**config.mk**
```make
export PLATFORM = sky130hd
export DESIGN_NAME = ws2812_strand_driver
export DESIGN_NICKNAME = d
export VERILOG_FILES = /design/src/rtl/led_pkg.sv /design/src/rtl/ws2812_bit_encoder.sv /design/src/rtl/ws2812_strand_driver.sv
export SDC_FILE = /design/constraint.sdc
export NUM_CORES = 1
export LEC_CHECK = 0
export BUFFER_PORTS_ARGS = -buffer_cell sky130_fd_sc_hd__buf_2
export CAP_MARGIN = 25
export CORE_MARGIN = 1
export CORE_UTILIZATION = 60
export CTS_CLUSTER_SIZE = 10
export DETAILED_ROUTE_END_ITERATION = 8
export GPL_ROUTABILITY_DRIVEN = 0
export PLACE_DENSITY = 0.8
export SETUP_SLACK_MARGIN = 0.4
export SLEW_MARGIN = 10
export SYNTH_ARGS = -nofsm -noshare
export SYNTH_HDL_FRONTEND = slang
export SYNTH_SLANG_ARGS = --single-unit
```
**constraint.sdc**
```tcl
create_clock -name clk_in -period 5.6 [get_ports clk_in]
set_input_delay 0.56 -clock clk_in [delete_from_list [all_inputs] [get_ports clk_in]]
set_output_delay 0.56 -clock clk_in [all_outputs]
set_load 0.1 [all_outputs]
```
**src/rtl/led_pkg.sv**
```systemverilog
// Shared types and default 100 MHz timing for the WS2812 strand driver.
package led_pkg;

    localparam int DEF_COLOR_WIDTH  = 8;
    localparam int DEF_T0H_CYCLES   = 40;
    localparam int DEF_T0L_CYCLES   = 85;
    localparam int DEF_T1H_CYCLES   = 80;
    localparam int DEF_T1L_CYCLES   = 45;
    localparam int DEF_RESET_CYCLES = 8000;

    typedef struct packed {
        logic [DEF_COLOR_WIDTH-1:0] g;
        logic [DEF_COLOR_WIDTH-1:0] r;
        logic [DEF_COLOR_WIDTH-1:0] b;
    } grb_t;

    typedef enum logic [1:0] {
        LATCH,
        PRIME,
        SEND
    } drv_state_t;

    // Width able to count 0..max-1 for the longest of the timing intervals.
    function automatic int counter_width(input int t0h, input int t0l, input int t1h,
                                         input int t1l, input int rst_cycles);
        int m;
        m = t0h;
        if (t0l > m) m = t0l;
        if (t1h > m) m = t1h;
        if (t1l > m) m = t1l;
        if (rst_cycles > m) m = rst_cycles;
        return (m > 1) ? $clog2(m) : 1;
    endfunction

endpackage

```
**src/rtl/ws2812_bit_encoder.sv**
```systemverilog
// One NRZ bit: line high for TxH cycles then low for TxL cycles; bit_done marks the final low cycle.
module ws2812_bit_encoder #(
    parameter int CNT_WIDTH  = 13,
    parameter int T0H_CYCLES = 40,
    parameter int T0L_CYCLES = 85,
    parameter int T1H_CYCLES = 80,
    parameter int T1L_CYCLES = 45
) (
    input  logic i_clk,
    input  logic i_rst,
    input  logic i_start,
    input  logic i_bit,
    output logic o_line,
    output logic o_bit_done
);

    logic                 r_active;
    logic                 r_high;
    logic                 r_bit;
    logic                 r_line;
    logic [CNT_WIDTH-1:0] r_cnt;
    logic [CNT_WIDTH-1:0] w_high_last;
    logic [CNT_WIDTH-1:0] w_low_last;

    assign w_high_last = r_bit ? CNT_WIDTH'(T1H_CYCLES - 1) : CNT_WIDTH'(T0H_CYCLES - 1);
    assign w_low_last  = r_bit ? CNT_WIDTH'(T1L_CYCLES - 1) : CNT_WIDTH'(T0L_CYCLES - 1);
    assign o_bit_done  = r_active && !r_high && (r_cnt == w_low_last);
    assign o_line      = r_line;

    // NOTE: sequential state uses non-blocking assignments so every flop samples pre-edge values.
    always_ff @(posedge i_clk) begin
        if (i_rst) begin
            r_active <= 1'b0;
            r_high   <= 1'b0;
            r_bit    <= 1'b0;
            r_line   <= 1'b0;
            r_cnt    <= '0;
        end else if (i_start) begin
            // A new bit may start on the same edge the previous one finishes.
            r_active <= 1'b1;
            r_high   <= 1'b1;
            r_bit    <= i_bit;
            r_line   <= 1'b1;
            r_cnt    <= '0;
        end else if (r_active) begin
            if (r_high) begin
                if (r_cnt == w_high_last) begin
                    r_high <= 1'b0;
                    r_line <= 1'b0;
                    r_cnt  <= '0;
                end else begin
                    r_cnt <= r_cnt + 1'b1;
                end
            end else if (o_bit_done) begin
                r_active <= 1'b0;
            end else begin
                r_cnt <= r_cnt + 1'b1;
            end
        end
    end

endmodule

```
**src/rtl/ws2812_strand_driver.sv**
```systemverilog
// WS2812 strand driver: LED index walk, colour prefetch and NRZ framing with latch gap.
// Optional WS_DRIVER_STATS_EN adds frames_sent and underrun_sticky outputs.
module ws2812_strand_driver
    import led_pkg::*;
#(
    parameter int NUM_LEDS     = 20,
    parameter int COLOR_WIDTH  = DEF_COLOR_WIDTH,
    parameter int T0H_CYCLES   = DEF_T0H_CYCLES,
    parameter int T0L_CYCLES   = DEF_T0L_CYCLES,
    parameter int T1H_CYCLES   = DEF_T1H_CYCLES,
    parameter int T1L_CYCLES   = DEF_T1L_CYCLES,
    parameter int RESET_CYCLES = DEF_RESET_CYCLES,
    localparam int IDX_WIDTH   = $clog2(NUM_LEDS + 1)
) (
    input  logic                   clk_in,
    input  logic                   rst_in,
    output logic [IDX_WIDTH-1:0]   next_led_request,
    output logic                   request_valid,
    input  logic [COLOR_WIDTH-1:0] green_in,
    input  logic [COLOR_WIDTH-1:0] red_in,
    input  logic [COLOR_WIDTH-1:0] blue_in,
    input  logic                   color_valid,
    output logic                   strand_out,
    output logic                   frame_done
`ifdef WS_DRIVER_STATS_EN
    ,
    output logic [15:0]            frames_sent,
    output logic                   underrun_sticky
`endif
);

    localparam int WORD_BITS     = 3 * COLOR_WIDTH;
    localparam int BIT_IDX_WIDTH = $clog2(WORD_BITS);
    localparam int CNT_WIDTH     = counter_width(T0H_CYCLES, T0L_CYCLES, T1H_CYCLES,
                                                 T1L_CYCLES, RESET_CYCLES);

    drv_state_t               r_state;
    drv_state_t               w_next_state;
    logic [CNT_WIDTH-1:0]     r_latch_cnt;
    logic                     r_prime_armed;
    logic                     r_fetch_armed;
    logic                     r_hold_valid;
    logic [WORD_BITS-1:0]     r_shift;
    logic [WORD_BITS-1:0]     r_hold;
    logic [IDX_WIDTH-1:0]     r_led;
    logic [BIT_IDX_WIDTH-1:0] r_bit_idx;
    logic [IDX_WIDTH-1:0]     r_req;
    logic                     r_req_valid;
    logic                     r_frame_done;

    logic [WORD_BITS-1:0]     w_color;
    logic [WORD_BITS-1:0]     w_word;
    logic [IDX_WIDTH-1:0]     w_start_led;
    logic                     w_bit_done;
    logic                     w_line;
    logic                     w_prime_capture;
    logic                     w_hold_capture;
    logic                     w_led_end;
    logic                     w_last_led;
    logic                     w_frame_end;
    logic                     w_led_start;
    logic                     w_start;

    assign w_color         = {green_in, red_in, blue_in};
    assign w_prime_capture = (r_state == PRIME) && r_prime_armed && color_valid;
    assign w_led_end       = (r_state == SEND) && w_bit_done
                             && (r_bit_idx == BIT_IDX_WIDTH'(WORD_BITS - 1));
    assign w_last_led      = (r_led == IDX_WIDTH'(NUM_LEDS - 1));
    assign w_frame_end     = w_led_end && w_last_led;
    assign w_led_start     = w_prime_capture || (w_led_end && !w_last_led);
    assign w_start         = w_led_start || ((r_state == SEND) && w_bit_done && !w_led_end);
    // The first cycle of each LED still shows the previous request's colour, so skip it.
    assign w_hold_capture  = (r_state == SEND) && r_fetch_armed && r_req_valid
                             && !r_hold_valid && color_valid;
    assign w_start_led     = w_prime_capture ? '0 : r_led + 1'b1;

    // Word whose MSB is the bit starting this cycle; an underrun substitutes all zeros.
    always_comb begin
        w_word = r_shift;
        if (w_prime_capture) begin
            w_word = w_color;
        end else if (w_led_end) begin
            if (r_hold_valid)        w_word = r_hold;
            else if (w_hold_capture) w_word = w_color;
            else                     w_word = '0;
        end
    end

    always_ff @(posedge clk_in) begin
        if (rst_in) r_state <= LATCH;
        else        r_state <= w_next_state;
    end

    // NOTE: next state is given a default before the case so no path can infer a latch.
    always_comb begin
        w_next_state = r_state;
        case (r_state)
            LATCH:   if (r_latch_cnt == CNT_WIDTH'(RESET_CYCLES - 1)) w_next_state = PRIME;
            PRIME:   if (w_prime_capture) w_next_state = SEND;
            SEND:    if (w_frame_end) w_next_state = LATCH;
            default: w_next_state = LATCH;
        endcase
    end

    always_ff @(posedge clk_in) begin
        if (rst_in) begin
            r_latch_cnt   <= '0;
            r_prime_armed <= 1'b0;
            r_fetch_armed <= 1'b0;
            r_hold_valid  <= 1'b0;
            r_led         <= '0;
            r_bit_idx     <= '0;
            r_req         <= IDX_WIDTH'(NUM_LEDS);
            r_req_valid   <= 1'b0;
            r_frame_done  <= 1'b0;
        end else begin
            r_frame_done  <= w_frame_end;
            r_prime_armed <= (r_state == PRIME);
            r_latch_cnt   <= (r_state == LATCH && w_next_state == LATCH) ? r_latch_cnt + 1'b1 : '0;
            if (r_state == LATCH && w_next_state == PRIME) begin
                r_req       <= '0;
                r_req_valid <= 1'b1;
            end
            if (w_start) r_bit_idx <= w_led_start ? '0 : r_bit_idx + 1'b1;
            if (w_led_start) begin
                r_led         <= w_start_led;
                r_hold_valid  <= 1'b0;
                r_fetch_armed <= 1'b0;
                if (w_start_led == IDX_WIDTH'(NUM_LEDS - 1)) begin
                    r_req       <= IDX_WIDTH'(NUM_LEDS);
                    r_req_valid <= 1'b0;
                end else begin
                    r_req       <= w_start_led + 1'b1;
                    r_req_valid <= 1'b1;
                end
            end else begin
                r_fetch_armed <= (r_state == SEND);
                if (w_hold_capture) r_hold_valid <= 1'b1;
            end
        end
    end

    // NOTE: payload registers carry no reset; they are only consumed behind valid/state qualifiers.
    always_ff @(posedge clk_in) begin
        if (w_start)                       r_shift <= w_word << 1;
        if (w_hold_capture && !w_led_start) r_hold <= w_color;
    end

    ws2812_bit_encoder #(
        .CNT_WIDTH  (CNT_WIDTH),
        .T0H_CYCLES (T0H_CYCLES),
        .T0L_CYCLES (T0L_CYCLES),
        .T1H_CYCLES (T1H_CYCLES),
        .T1L_CYCLES (T1L_CYCLES)
    ) u_encoder (
        .i_clk      (clk_in),
        .i_rst      (rst_in),
        .i_start    (w_start),
        .i_bit      (w_word[WORD_BITS-1]),
        .o_line     (w_line),
        .o_bit_done (w_bit_done)
    );

    assign strand_out       = w_line;
    assign frame_done       = r_frame_done;
    assign next_led_request = r_req;
    assign request_valid    = r_req_valid;

`ifdef WS_DRIVER_STATS_EN
    always_ff @(posedge clk_in) begin
        if (rst_in) begin
            frames_sent     <= '0;
            underrun_sticky <= 1'b0;
        end else begin
            if (w_frame_end) frames_sent <= frames_sent + 1'b1;
            if (w_led_end && !w_last_led && !r_hold_valid && !w_hold_capture)
                underrun_sticky <= 1'b1;
        end
    end
`endif

endmodule

```
# After elaboration in Yosys (flattened, before gate mapping)
# Cells that the tools add are included.
[classes]
add_sub_neg = 5
eq_ne = 10
mux = 33
bitwise = 1
reduce_logical = 34
[op_table]
columns = ["operator", "count"]
rows = [
  ["24-bit two-way mux", 4],
  ["13-bit two-way mux", 3],
  ["13-bit by 1-bit adder with 13-bit output (second input constant)", 2],
  ["13-bit equality test", 2],
  ["5-bit two-way mux", 5],
  ["1-bit logical AND", 16],
  ["5-bit by 1-bit adder with 5-bit output (second input constant)", 3],
  ["5-bit equality test (second input constant)", 3],
  ["1-bit two-way mux", 15],
  ["7-bit two-way mux", 2],
  ["13-bit equality test (second input constant)", 1],
  ["2-bit nonzero test", 4],
  ["2-bit two-way mux", 3],
  ["2-bit case mux with 3 select lines", 1],
  ["2-bit OR reduction", 3],
  ["1-bit logical NOT", 5],
  ["2-bit by 1-bit equality test with 1-bit output (second input constant)", 2],
  ["2-bit logical NOT", 2],
  ["3-bit AND reduction", 1],
  ["2-bit equality test (second input constant)", 1],
  ["1-bit logical OR", 2],
  ["2-bit by 1-bit != test with 1-bit output (second input constant)", 1],
  ["2-bit AND reduction", 1],
  ["1-bit NOT", 1],
]
[word_totals]
reg_bits = 99
input_bits = 27
out_inout_bits = 8
elab_cells = 100

# Depth between registers and ports, before layout
[depth]
word_depth = 12
ltp_mapped = 10
depth_no_buf = 9

# By module
# Synthesis repeated with hierarchy kept, for this count alone.
[unflattened]
cells_unflattened = 418
hier_area_um2 = 4448.0
[by_module_without_submodules]
columns = ["module", "n_inst", "cells_each", "area_per_inst_um2", "seq_area_each_um2"]
rows = [
  ["ws2812_strand_driver", 1, 293, 3437.0, 2112.0],
  ["ws2812_bit_encoder", 1, 125, 1011.0, 340.3],
]

# Least setup slack after synthesis
# OpenSTA, ideal clock, no wires.
[synth_path]
path_type = "register -> register"
from = "register r_req_valid, in the netlist request_valid"
to = "register r_hold[0] (enable)"
setup_time_ps = 407
arrival_time_ps = 2527
required_ps = 5193
slack_ps = 2666
path_stages_with_launch = 3
path_buffers = 0
period_less_slack_ps = 2934
path_cell_list = "dfxtp_1 nand4_1 nor2b_1"
[synth_via]
elab_chain_cells = 4
[synth_rtl]
columns = ["element", "line", "rtl"]
rows = [
  ["from (decl)", "ws2812_strand_driver.sv:48", "logic r_req_valid;"],
  ["from (signal assigned)", "ws2812_strand_driver.sv:114", "r_req_valid <= 1'b0;"],
  ["from (signal assigned)", "ws2812_strand_driver.sv:122", "r_req_valid <= 1'b1;"],
  ["from (signal assigned)", "ws2812_strand_driver.sv:131", "r_req_valid <= 1'b0;"],
  ["1-bit logical AND", "ws2812_strand_driver.sv:73", "assign w_hold_capture = (r_state == SEND) && r_fetch_armed && r_req_valid"],
  ["1-bit logical AND (2 in series)", "ws2812_strand_driver.sv:74", "&& !r_hold_valid && color_valid;"],
  ["1-bit logical AND", "ws2812_strand_driver.sv:146", "if (w_hold_capture && !w_led_start) r_hold <= w_color;"],
  ["to (signal assigned)", "ws2812_strand_driver.sv:146", ""],
  ["to (decl)", "ws2812_strand_driver.sv:44", "logic [WORD_BITS-1:0] r_hold;"],
]
# No other way between the ends.
# A chain may end at the register's enable or synchronous reset.

# Worst setup path in the final report
[layout_path]
from = "register u_encoder.r_cnt[6]"
to = "register r_hold[13] (enable)"
[layout_via]
elab_chain_cells = 8
[layout_rtl]
columns = ["element", "line", "rtl"]
rows = [
  ["from (decl)", "ws2812_bit_encoder.sv:21", "logic [CNT_WIDTH-1:0] r_cnt;"],
  ["from (signal assigned)", "ws2812_bit_encoder.sv:52", "r_cnt <= r_cnt + 1'b1;"],
  ["from (signal assigned)", "ws2812_bit_encoder.sv:57", "r_cnt <= r_cnt + 1'b1;"],
  ["13-bit equality test", "ws2812_bit_encoder.sv:27", "assign o_bit_done = r_active && !r_high && (r_cnt == w_low_last);"],
  ["1-bit logical AND", "ws2812_bit_encoder.sv:27", ""],
  ["1-bit logical AND", "ws2812_strand_driver.sv:66", "assign w_led_end = (r_state == SEND) && w_bit_done"],
  ["1-bit logical AND", "ws2812_strand_driver.sv:67", "&& (r_bit_idx == BIT_IDX_WIDTH'(WORD_BITS - 1));"],
  ["1-bit logical AND", "ws2812_strand_driver.sv:70", "assign w_led_start = w_prime_capture || (w_led_end && !w_last_led);"],
  ["1-bit logical OR", "ws2812_strand_driver.sv:70", ""],
  ["1-bit logical NOT", "ws2812_strand_driver.sv:146", ""],
  ["1-bit logical AND", "ws2812_strand_driver.sv:146", ""],
]
# No other way between the ends.

==> impl_metrics.py <==
metrics = {
    "outcome": {
        "status": "complete, no violations",
    },
    "logic_synthesis": {
        "synth_ff_type": "dfxtp_1",
        "yosysSeqAreaShare_pct": 52.2,
        "ys_ff_latch": 99,
        "synth_cells": 457,
        "synth_edf_count": 47,
        "syn_area_um2": 4700,
        "yosysUniqueCellTypes": 58,
        "postSynthAreaPerCell_um2": 10.3,
        "synth_nets": 490,
        "ys_async_sr_fraction_pct": 0,
        "synth.yosys.warnings": 0,
    },
    "global_routing": {
        "grt_pass1_wl_um": 15300,
        "gr-usage-all-layers_pct": 23.4,
        "grt_start_max_net_pins": 32,
        "grt_antenna_before_repair": 0,
        "grt_overflow": 0,
        "grt_pass1_vias": 3259,
    },
    "floorplan": {
        "start_util_pct": 63.4,
        "core_area_um2": 7410,
        "die_h_um": 90.5,
        "die_area_um2": 8180,
        "io_pins": 35,
        "die_width_um": 90.5,
        "rows": 31,
    },
    "setup_path": {
        "crit_path_top_delay_cell": "o21ai_4",
        "critPathRequiredTime_ps": 5670,
        "critPathBufInv": 1,
        "cp_top_family": "simple AND/OR/NAND/NOR gates",
        "r2r-end": "r_hold[13]",
        "worstPathArrival_ps": 2840,
        "cp_cell_sequence": "and4bb_2 > o21ai_4 > nor3_4 > a21oi_1 > nor2b_2 > buf_8",
        "reg2reg_depth": 6,
        "critPathLaunchType": "register",
        "critical_path_class": "register to register",
        "cp_max_fo": 31,
        "worstReg2RegStart": "u_encoder.r_cnt[6]",
        "critPathMaxStageDelay_ps": 640,
        "endpoint_kind": "register",
        "rrSetupSlack_ps": 2830,
    },
    "clock_tree": {
        "cts_htree_levels": 3,
        "cts_buffers": 9,
        "cts-hold-fix-buffers": 0,
        "cts_resized": 0,
        "cts_tree": "done",
        "clkSinkCount": 99,
        "insertion_delay_ps": 360,
        "clkTransAtPathRegs_ps": 100,
        "cts_root_buffer": "clkbuf_8",
        "cts_buffer_depth": 2,
        "postCtsSetupRepairBufs": 0,
    },
    "placement": {
        "placed_cell_area_um2": 4870,
        "place_ws_ps": 2650,
        "portBuffers": 34,
        "dp_cells": 565,
        "dp_hpwl_um": 6250,
    },
    "layout": {
        "layout.cells.non_filler": 583,
        "fin_nets": 512,
        "antenna_cells": 0,
        "final_core_util_pct": 69.5,
        "layout_common_cells": "52 x dfxtp_1, 47 x edfxtp_1, 44 x nand2_1",
        "final_area_um2": 5150,
        "layout.cells.most_common": "dfxtp_1",
        "drive_gt1_share_pct": 14.3,
        "syn_to_final_growth_pct": 9.59,
    },
    "flow_run": {
        "drv_cap": 0,
    },
    "route": {
        "drt_iter0_markers": 267,
        "drt_wl_total_um": 9320,
        "drt-wirelength-per-cell_um": 16.0,
        "drtAntennaViolNets": 0,
        "dr.pass1.iters": 6,
        "vias": 3545,
        "drc": 0,
        "vias_per_cell": 6.08,
    },
    "timing": {
        "fin_crit_ps": 2770,
        "fin_skew_ps": 9.30,
        "worstMarginPinSlew_ps": 808,
        "grt_setup_unrepaired": "no",
        "setup_tns_ps": 0,
        "fmax_mhz": 361,
        "timing.slew.headroom_pct": 45.9,
        "drv_slew": 0,
        "fin_crit_sh_pct": 49.5,
        "finalHoldViolations": 0,
        "layout_setup_ws_ps": 2830,
        "setup_viol": 0,
    },
    "worst_hold_path": {
        "hold_path.class": "primary input to register",
        "min_to": "r_hold[9]",
        "holdPathStages": 1,
        "min_from": "red_in[1]",
    },
    "pwr": {
        "leakagePower_nw": 1.76,
        "vdd_ir_drop_max_v": 0.000200,
        "power.density_nw_per_um2": 251,
    },
}
worst max path at each step:
| stage | start | to | slack (ps) | cells after the start |
|---|---|---|---|---|
| after floorplan | request_valid | r_hold[0] | 2670 | 2 |
| after global placement | u_encoder.r_cnt[6] | r_hold[5] | 2570 | 5 |
| after detailed placement | r_bit_idx[0] | r_hold[5] | 2650 | 6 |
| after CTS | r_bit_idx[0] | r_hold[11] | 2630 | 6 |
| after global routing | u_encoder.r_cnt[6] | r_hold[14] | 2640 | 6 |
| final | u_encoder.r_cnt[6] | r_hold[13] | 2830 | 6 |
state kept, by name (all words and copies together), names as in the netlist, 2 cells and up:
signal and flops:
r_state 2, r_bit_idx 5, r_led 5, r_latch_cnt 13
next_led_request 5, r_shift 23, r_hold 24, u_encoder.r_cnt 13
metrics by stage:
| stage | hold slack (ps) | total power, mW |
|---|---|---|
| 2_1_floorplan | 418 | 0.781 |
| 3_3_place_gp | 427 | 0.796 |
| 3_5_place_dp | 453 | 0.796 |
| 4_1_cts | 369 | 1.31 |
| 5_1_grt | 367 | 1.34 |
| 6_report | 387 | 1.29 |
cells in the mapped netlist, types with 3 or more instances:
master	n	area share (%)
ha_1	6	1.6
buf_2	8	0.85
edfxtp_1	47	30
dfxtp_1	52	22
o21ai_0	10	1.1
a41oi_1	3	0.56
nand3_1	20	2.1
nor2_1	41	3.3
inv_1	10	0.80
xor2_1	13	2.4
xnor2_1	16	3.0
and3_1	14	1.9
buf_6	3	0.72
and2_1	3	0.40
nand3b_1	3	0.48
nor4_1	25	3.3
or3_1	4	0.53
o2bb2ai_1	24	4.5
nand2_1	44	3.5
clkbuf_1	14	1.1
o211ai_1	3	0.48
nor2b_1	3	0.40
nand4_1	4	0.53
a21oi_1	40	4.3
nor3_1	5	0.53
layout make-up:
type	count	area [µm²]
flip-flops and latches	99	2450
multi-input cells	321	2070
clock buffers	9	124
clock inverters	7	106
inverters	11	41.3
repair buffers	37	228
well taps	99	124
fillers	543	2260
logic make-up (layout without fill, tap and decap cells):
family,after synthesis,after routing,share of synthesized area [%]
xor+xnor,29,29,5.41
compound gates,96,96,14.0
simple gates,188,188,22.6
buf+inv,37,64,3.73
flops,99,99,52.2
fa+ha+maj,6,6,1.60
mux,2,2,0.426
worst reg2reg max path: stages, from the launching register on:
cell and delay (ps):
dfxtp_1 460, and4bb_2 310, o21ai_4 640, nor3_4 140
a21oi_1 260, nor2b_2 460, buf_8 240
layer usage:
layer	wire [µm]	global-route usage, %	share of wire, %	up-vias
li1	-	-	-	1736
met1	4260	31.5	46	1686
met2	4430	36.9	48	107
met3	451	5.30	4.8	16
met4	174	8.47	1.9	0
met5	0	0	0	-
power breakdown:
| part | internal [mW] | total (mW) | leakage (nW) | switching, mW |
|---|---|---|---|---|
| clock | 0.259 | 0.514 | 0.116 | 0.254 |
| sequential | 0.755 | 0.756 | 0.881 | 0.00144 |
| combinational | 0.00913 | 0.0233 | 0.760 | 0.0142 |
(Power assumes the default switching activity.)
